[config.mk]
export PLATFORM = sky130hd
export DESIGN_NAME = wb_port_arbiter
export DESIGN_NICKNAME = d
export VERILOG_FILES = /design/src/rtl/wb_port_arbiter.sv
export SDC_FILE = /design/constraint.sdc
export NUM_CORES = 1
export LEC_CHECK = 0
export ABC_AREA = 1
export BUFFER_PORTS_ARGS = -buffer_cell sky130_fd_sc_hd__buf_2
export CORE_MARGIN = 4
export CORE_UTILIZATION = 46
export CTS_CLUSTER_DIAMETER = 30
export DETAILED_ROUTE_END_ITERATION = 7
export PLACE_DENSITY = 0.8
export SETUP_SLACK_MARGIN = 0.02
export SLEW_MARGIN = 25
export SYNTH_ARGS = -nofsm -noshare
export SYNTH_HDL_FRONTEND = slang
export SYNTH_SLANG_ARGS = --single-unit
[constraint.sdc]
create_clock -name clk -period 1.9 [get_ports clk]
set_input_delay 0.095 -clock clk [delete_from_list [all_inputs] [get_ports clk]]
set_output_delay 0.095 -clock clk [all_outputs]
set_load 0.02 [all_outputs]
[src/rtl/wb_port_arbiter.sv]
// Register-file write-port arbiter between the pipeline writeback stream and
// a multi-cycle unit. Writeback normally wins; after STALL_THRESH consecutive
// losses the mc request is forced through while the pipeline is frozen.
//
// Ports:
//   clk, clr_n                 clock, asynchronous active-low reset
//   wb_valid/wb_rd/wb_data     pipeline writeback request
//   mc_req/mc_rd/mc_data       multi-cycle result request (held until mc_ack)
//   mc_ack                     mc request consumed this cycle (combinational)
//   pipe_stall                 writeback not consumed this cycle (combinational)
//   id_rs/id_rt                decode-stage source registers
//   mc_raw                     decode source hits a pending mc destination
//   rf_we/rf_rd/rf_wdata       registered register-file write port
module wb_port_arbiter #(
  parameter int unsigned STALL_THRESH = 3
) (
  input  logic        clk,
  input  logic        clr_n,
  input  logic        wb_valid,
  input  logic [4:0]  wb_rd,
  input  logic [31:0] wb_data,
  input  logic        mc_req,
  input  logic [4:0]  mc_rd,
  input  logic [31:0] mc_data,
  output logic        mc_ack,
  output logic        pipe_stall,
  input  logic [4:0]  id_rs,
  input  logic [4:0]  id_rt,
  output logic        mc_raw,
  output logic        rf_we,
  output logic [4:0]  rf_rd,
  output logic [31:0] rf_wdata
);

  localparam int unsigned CNT_W  = 3;
  localparam int unsigned REG_W  = 5;
  localparam int unsigned DATA_W = 32;
  localparam logic [CNT_W-1:0] THRESH = CNT_W'(STALL_THRESH);

  typedef enum logic [1:0] {
    IDLE  = 2'd0,
    WAIT  = 2'd1,
    STALL = 2'd2
  } state_t;

  state_t           state;
  logic [CNT_W-1:0] wait_cnt;
  logic [CNT_W-1:0] cnt_inc;
  logic             grant_wb;
  logic             grant_mc;
  logic             conflict;

  assign conflict = wb_valid & mc_req;
  assign cnt_inc  = wait_cnt + CNT_W'(1);

  // Grant selection; nothing is granted while reset is asserted.
  always_comb begin
    grant_wb = 1'b0;
    grant_mc = 1'b0;
    if (clr_n) begin
      if (state == STALL) begin
        grant_mc = mc_req;
      end else if (wb_valid) begin
        grant_wb = 1'b1;
      end else begin
        grant_mc = mc_req;
      end
    end
  end

  assign mc_ack     = grant_mc;
  assign pipe_stall = grant_mc & (state == STALL);
  assign mc_raw     = clr_n & mc_req & (mc_rd != REG_W'(0)) &
                      ((mc_rd == id_rs) | (mc_rd == id_rt));

  // Arbitration FSM and registered write port.
  always_ff @(posedge clk or negedge clr_n) begin
    if (!clr_n) begin
      state    <= IDLE;
      wait_cnt <= '0;
      rf_we    <= 1'b0;
      rf_rd    <= '0;
      rf_wdata <= '0;
    end else begin
      case (state)
        IDLE: begin
          if (conflict) begin
            wait_cnt <= CNT_W'(1);
            // A threshold of one forces the mc request on the very next cycle.
            state    <= (CNT_W'(1) >= THRESH) ? STALL : WAIT;
          end else begin
            wait_cnt <= '0;
          end
        end
        WAIT: begin
          if (conflict) begin
            wait_cnt <= cnt_inc;
            if (cnt_inc >= THRESH) state <= STALL;
          end else begin
            state    <= IDLE;
            wait_cnt <= '0;
          end
        end
        STALL: begin
          state    <= IDLE;
          wait_cnt <= '0;
        end
        default: begin
          state    <= IDLE;
          wait_cnt <= '0;
        end
      endcase

      // Writes to r0 are consumed but never reach the register file.
      rf_we <= 1'b0;
      if (grant_wb && wb_rd != REG_W'(0)) begin
        rf_we    <= 1'b1;
        rf_rd    <= wb_rd;
        rf_wdata <= DATA_W'(wb_data);
      end else if (grant_mc && mc_rd != REG_W'(0)) begin
        rf_we    <= 1'b1;
        rf_rd    <= mc_rd;
        rf_wdata <= DATA_W'(mc_data);
      end
    end
  end

endmodule

# Word-level counts from Yosys, hierarchy flattened

Cells that the tools add are included.

Register bits after elaboration: 43
Bits in latches: 0
Bits in writable memories: 0
ROM bits: 0
Input bits: 88
Output and inout port bits: 41
Logic and storage cells: 45
Memories kept: 0

$add $sub $neg: 1
$mul: 0
Divide/modulo/power cells: 0
Magnitude comparators: 1
Eq/ne operators: 6
Shifts and indexed selects: 0
Muxes and demuxes: 19
Bitwise gates (word level): 6
Reduce and logical (&&, ||, !) cells: 7

Operators with widths:

| cell                | count |
|---|---|
| $mux 32             | 2 |
| $eq 5x5->1          | 2 |
| $mux 5              | 2 |
| $reduce_bool 5->1   | 2 |
| $mux 1              | 9 |
| $mux 2              | 3 |
| $pmux 3 s2          | 1 |
| $and 1x1->1         | 5 |
| $pmux 2 s2          | 1 |
| $add 3x1->3 const B | 1 |
| $ge 3x2->1 const B  | 1 |
| $mux 3              | 1 |
| $ne 3x3->1 const B  | 1 |
| $eq 2x1->1 const B  | 1 |
| $eq 2x2->1 const B  | 1 |
| $logic_and 1x1->1   | 2 |
| $logic_not 2->1     | 1 |
| $ne 2x2->1 const B  | 1 |
| $reduce_and 2->1    | 1 |
| $reduce_bool 2->1   | 1 |
| $or 1x1->1          | 1 |

# Logic depth before layout (Yosys ltp)

Gate-level depths: netlist of the first run.

Word-level depth: 6
Gate-level depth with buffers: 10
Gate-level depth less buffers: 9

# Worst setup path after synthesis of the first run

OpenSTA, ideal clock, no wires.

Path kind: register -> register
Start point: register state[0]
End point: register rf_rd[4]
Setup time: 0.117 ns
Arrival: 1.397 ns
Required time: 1.783 ns
Setup slack: 0.386 ns
Stages on the path, launching flop included: 9
Path buffers: 2
Clock period less this slack: 1.514 ns
Path through: dfrtp_1 inv_2 nand2_2 a21oi_2 nand2_1 buf_2 buf_2 nand3_1 nand2_1

Longest elaborated chain between the ends: 5
Elaborated cells between the ends (all ways): 9
Those cells by class: 1 x eq/ne; 5 x mux; 3 x reduce/logical

Ends and longest elaborated chain:

| element                            | line | source |
|---|---|---|
| start, declared                    | 46   | `state_t state;` |
| start signal, assigned             | 90   | `state <= (CNT_W'(1) >= THRESH) ? STALL : WAIT;` |
| $eq 2x2->1                         | 61   | `if (state == STALL) begin` |
| $mux 1                             | 61   |  |
| $mux 1                             | 60   | `if (clr_n) begin` |
| via mc_ack                         | 25   | `output logic mc_ack,` |
| $logic_and 1x1->1                  | 120  | `end else if (grant_mc && mc_rd != REG_W'(0)) begin` |
| $reduce_bool 2->1 (no source line) | -    |  |
| end signal, assigned               | 118  | `rf_rd <= wb_rd;` |
| end signal, assigned               | 122  | `rf_rd <= mc_rd;` |
| end, declared                      | 31   | `output logic [4:0] rf_rd,` |

The timed path passes the listed nets, and every way through them passes these cells.
A chain may end at the register's enable or synchronous reset.

# Worst setup path after layout of the first run

Start point: input clr_n
End point: output mc_raw

Longest elaborated chain between the ends: 3

Ends and longest elaborated chain:

| element                  | line | source |
|---|---|---|
| start, declared          | 18   | `input logic clr_n,` |
| $and 1x1->1 (3 in a row) | 73   | `assign mc_raw = clr_n & mc_req & (mc_rd != REG_W'(0)) &` |
| end, declared            | 29   | `output logic mc_raw,` |

Every way passes these cells.

==> results of run 1 <==
==> metal layers <==
layer | wire [µm] | GRT usage
met5 | 0 | 0
met4 | 100 | 0.0512
met3 | 582 | 0.0563
met2 | 3300 | 0.335
met1 | 2900 | 0.261
==> sequential cells by signal (all words and copies together) (netlist names) <==
name	cells
rf_rd	5
rf_wdata	32
wait_cnt	3
state	2
rf_we	1
==> cell type report <==
class                           count  area, µm²  share of cell area
Clock buffer                        7       76.3              0.0225
Clock inverter                      1       5.00             0.00148
Inverter                           50        188              0.0554
Multi-Input combinational cell    244       1220               0.360
Sequential cell                    43       1080               0.317
Tap cell                           72       90.1              0.0266
Timing Repair Buffer              138        734               0.217
==> power by group <==
| part | switching, W | internal (W) | leakage [nW] |
|---|---|---|---|
| combinational | 0.000475 | 0.000305 | 1.46 |
| clock | 0.000279 | 0.000258 | 0.0422 |
| sequential | 0.0000727 | 0.00105 | 0.531 |
==> metrics by stage <==
stage          instance area [µm²]  hold slack [ps]  setup slack, ps
5_1_grt                       3390             81.7             62.4
3_3_place_gp                  3290              270              392
2_1_floorplan                 2620             -201              386
6_report                      3390             57.0              228
4_1_cts                       3390             48.7             55.9
3_5_place_dp                  3290              276              328
==> synthesized netlist by cell type, drive strengths merged <==
cell,number
xnor2,3
nand2,106
nand3b,33
buf,18
nand3,79
dfrtp,43
clkbuf,3
ha,2
nor2,14
xor2,1
clkinv,1
inv,49
a21oi,5
nand4,1
==> worst min path at each step <==
stage	slack, ps	end
floorplan	-200	rf_rd[0]
global placement	270	rf_rd[3]
CTS	50	rf_rd[2]
global route	80	rf_rd[2]
finish	60	rf_rd[2]
detailed placement	280	rf_rd[3]
==> tightest hold or removal path, stage by stage <==
cell and delay, ps:
buf_2 100, nand2_1 50, nand3_1 70
==> cell families (layout without fill, tap and decap cells) <==
family	count (synthesis)	in the layout	synth area share
xor+xnor	4	4	0.0134
buf+inv	71	196	0.125
compound gates	5	5	0.0110
fa+ha+maj	2	2	0.00954
flops	43	43	0.410
simple gates	233	233	0.431
==> what timing repair did <==
action                                 4_1_cts  5_1_grt
gates resized for setup                      0        1
setup endpoints to repair                    0        1
endpoints found under the hold margin       43        0
setup buffers                                0        0
hold buffers                                 1        0
==> impl_metrics.ini, run 1 <==
[clock_tree]
clk_pin_slew_worst_paths_ps = 70
htree_levels = 2
cts_tree = built
cts_buffer_depth = 2
insertion_delay_ps = 280
root_buffer = clkbuf_8
clock_sinks = 43
cts_made_buffers = 5

[layout]
utilization = 0.616
antenna_cells = 0
final_common_cell = buf_2
finalNetCount = 572
final.fill_count = 492
fin_cells = 555
final_cell_mix = buf_2 (128), nand2_1 (102), nand3_1 (78), inv_1 (47), dfrtp_1 (43)
drive_gt1_frac = 0.315
syn_to_final_growth_pct = 29.2

[placed_design]
globalplace.congestion = 0.858
dpl.hpwl_um = 5210
place_inst = 546
portBuffers = 128

[hold_path]
min_from = wb_rd[2]
whs_path_depth = 3
hold_class = input port to flip-flop

[route]
vias = 2716
drt_iter0_drc = 156
final_antenna_net_count = 0
viasPerCell = 4.89
firstDrtPassIters = 4
wl_per_cell_um = 12.4
drc = 0
wirelength_um = 6890

[floorplanning]
initial_core_util = 0.476
row_count = 27
die-height_um = 83.5
coreArea_um2 = 5510
fp.dieW_um = 83.5
ios = 129
die-area_um2 = 6980

[grt]
grt_pass1_vias = 2581
antenna_found_initial = 0
grt_max_degree = 56
grt_remaining_overflow = 0
grt_pass1_wl_um = 11900
track_usage = 0.202

[critical_path]
crit_path_frequent_cell = buf_2
slowest_stage = dlygate4sd3_1
endpoint_kind = primary output
worstPathCellList = buf_2, dlygate4sd3_1, buf_6, nand3_1, a21oi_1, buf_2
endpoint = mc_raw
r2r_cells = 9
path_delay_family = buffers and inverters
critPathMaxStageDelay_ps = 570
crit_fanout = 44
reg2reg_slack_ps = 330
crit_start = clr_n
criticalPathCategory = input port to primary output
rr_endpoint = rf_wdata[2]
arrival_ps = 1580
cp-start-kind = input port
cp.depth = 6
cp_num_buf_inv = 4
critPathRequiredTime_ps = 1800
r2r_start = state[0]

[logic_synthesis]
syn_inst = 358
ys_ff_latch = 43
synth_nets = 448
synth_area_leader_cell = dfrtp_1
ys_seq_area_frac = 0.410
syn-cell-area_um2 = 2620
synth.top_cells.by_area = dfrtp_1 (41%), nand3_1 (15%), nand2_1 (15%)
ys_warn_count = 0
synth_cell_types = 21
synth_top_area_frac = 0.410
syn_area_per_cell_um2 = 7.33

[sta]
rsz0062_at_grt = no
worst_pin_slew_ps = 390
max-slew-margin-rel = 0.740
tns_ps = 0
fin_crit_ps = 1670
finalClockSkew_ps = 2.57
final-setup-viol-count = 0
min_period_over_period = 0.880
finalHoldViolCount = 0
slew_viol_final = 0
max_freq_ghz = 0.598

[outcome]
status = complete, no violations

[pwr]
p_leak_nw = 2.04
p_total_w = 0.00244
power_density_nw_per_um2 = 720
worst_ir_drop_vdd_v = 0.000366

[run]
maxCapViolations = 0
Power figures use the tool's default switching activity.
==> inputs of run 2 (changes only) <==
Settings changed: REMOVE_ABC_BUFFERS set to 1.
==> impl_metrics.ini, run 2 (synthesized netlist as in run 1, its figures left out) <==
[layout]
antenna_cells = 0
drive_gt1_frac = 0.313
final_cell_mix = buf_2 (128), nand2_1 (102), nand3_1 (78), inv_1 (47), dfrtp_1 (43)
reg_top3 = rf_wdata: 32 flops, rf_rd: 5 flops, wait_cnt: 3 flops
top_register = rf_wdata
final.fill_count = 515
fin_cells = 552
largest_reg_flops = 32
syn_to_final_growth_pct = 29.3
regArea_um2 = 1080
finalNetCount = 570
multi_input_area_um2 = 1220
final_common_cell = buf_2
utilization = 0.616

[critical_path]
endpoint_kind = flip-flop
r2r_start = state[0]
arrival_ps = 1910
critPathMaxStageDelay_ps = 540
crit_fanout = 36
rr_endpoint = rf_wdata[1]
cp-start-kind = input port
reg2reg_slack_ps = 280
slowest_stage = dlygate4sd3_1
criticalPathCategory = input port to flip-flop
worstPathCellList = dlygate4sd3_1, buf_2, clkinv_1, nor2_8, nand2_2, nand2_2, buf_4, nand3_1, nand2_1
r2r_cells = 9
critPathRequiredTime_ps = 2120
crit_path_frequent_cell = nand2_2

[floorplanning]
initial_core_util = 0.476
coreArea_um2 = 5510
die-area_um2 = 6980
fp.dieW_um = 83.5
row_count = 27
ios = 129
die-height_um = 83.5

[clock_tree]
htree_levels = 2
insertion_delay_ps = 290
cts_made_buffers = 5
cts_buffer_depth = 2
root_buffer = clkbuf_8
clk_pin_slew_worst_paths_ps = 80
cts_tree = built
postCtsSetupBuffers = 0
clock_sinks = 43

[route]
drc = 0
wirelength_um = 6830
firstDrtPassIters = 4
wl_met1_um = 3050
viasPerCell = 4.83
vias = 2666
drt_iter0_drc = 118
final_antenna_net_count = 0
met3WireLength_um = 446
wl_per_cell_um = 12.4
dr_wl_met2_um = 3290
dr.max_layer_used = met4

[sta]
finalClockSkew_ps = 7.90
max_freq_ghz = 0.590
final-setup-viol-count = 0
rsz0062_at_grt = no
max-slew-margin-rel = 0.751
slew_viol_final = 0
fin_crit_ps = 1690
min_period_over_period = 0.892
finalHoldViolCount = 0
whs_ps = 59.8
worst_pin_slew_ps = 374

[placed_design]
portBuffers = 128
dpl.hpwl_um = 4970
globalplace.congestion = 0.835
place_inst = 544

[pwr]
worst_ir_drop_vdd_v = 0.000470
p_leak_nw = 2.04
power_density_nw_per_um2 = 758

[grt]
antenna_found_initial = 0
grt_max_degree = 74
grt_remaining_overflow = 0
track_usage = 0.200
grt_pass1_wl_um = 11600
grt_pass1_vias = 2515

[hold_path]
min_from = wb_rd[1]
whs_path_depth = 3
hold_class = input port to flip-flop
min_to = rf_rd[1]

[run]
maxCapViolations = 0

[outcome]
status = complete, no violations
==> run 2: what timing repair did <==
| item | CTS | global route |
|---|---|---|
| hold endpoints to repair | 43 | 0 |
| hold buffers | 1 | 0 |
| resized for setup | 0 | 0 |
==> run 2: layout make-up <==
cell class	count	share of cell area
clock buffer	6	0.0214
clock inverter	1	0.00885
inverter	50	0.0553
multi-input combinational	244	0.360
sequential	43	0.317
tap	72	0.0266
timing repair buffer	136	0.211
==> run 2: critical path, delay by kind of cell <==
kind	cells	cell delay [ps]
and+or+nand+nor	5	630
buffers and inverters	4	1160
==> run 2: per-layer routing <==
layer | vias up | track usage
li1 | 1372 | -
met1 | 1207 | 0.264
met2 | 81 | 0.340
met3 | 6 | 0.0494
met4 | 0 | 0.0336
met5 | - | 0
==> run 2: worst max-delay path by stage <==
stage               cells past startpoint  startpoint      endpoint
floorplan                               8    state[0]      rf_rd[0]
global placement                        9    state[0]  rf_wdata[21]
detailed placement                      9    state[0]  rf_wdata[28]
CTS                                     9       clr_n   rf_wdata[1]
global route                            9       clr_n   rf_wdata[9]
finish                                  9       clr_n   rf_wdata[1]
==> run 2: per-stage QoR <==
| stage | total power (W) | setup TNS [ps] | instance area (µm²) | setup slack (ps) |
|---|---|---|---|---|
| 5_1_grt | 0.00274 | 0 | 3390 | 75.3 |
| 4_1_cts | 0.00261 | 0 | 3390 | 215 |
| 6_report | 0.00257 | 0 | 3390 | 206 |
| 3_3_place_gp | 0.00190 | 0 | 3280 | 349 |
| 3_5_place_dp | 0.00192 | 0 | 3280 | 297 |
| 2_1_floorplan | 0.00158 | -15380 | 2480 | -429 |
==> run 2: where the power goes <==
part	internal, W	switching [W]	total [W]
Clock	0.000385	0.000285	0.000670
Sequential	0.00105	0.0000755	0.00113
Combinational	0.000300	0.000474	0.000774
Total	0.00174	0.000835	0.00257
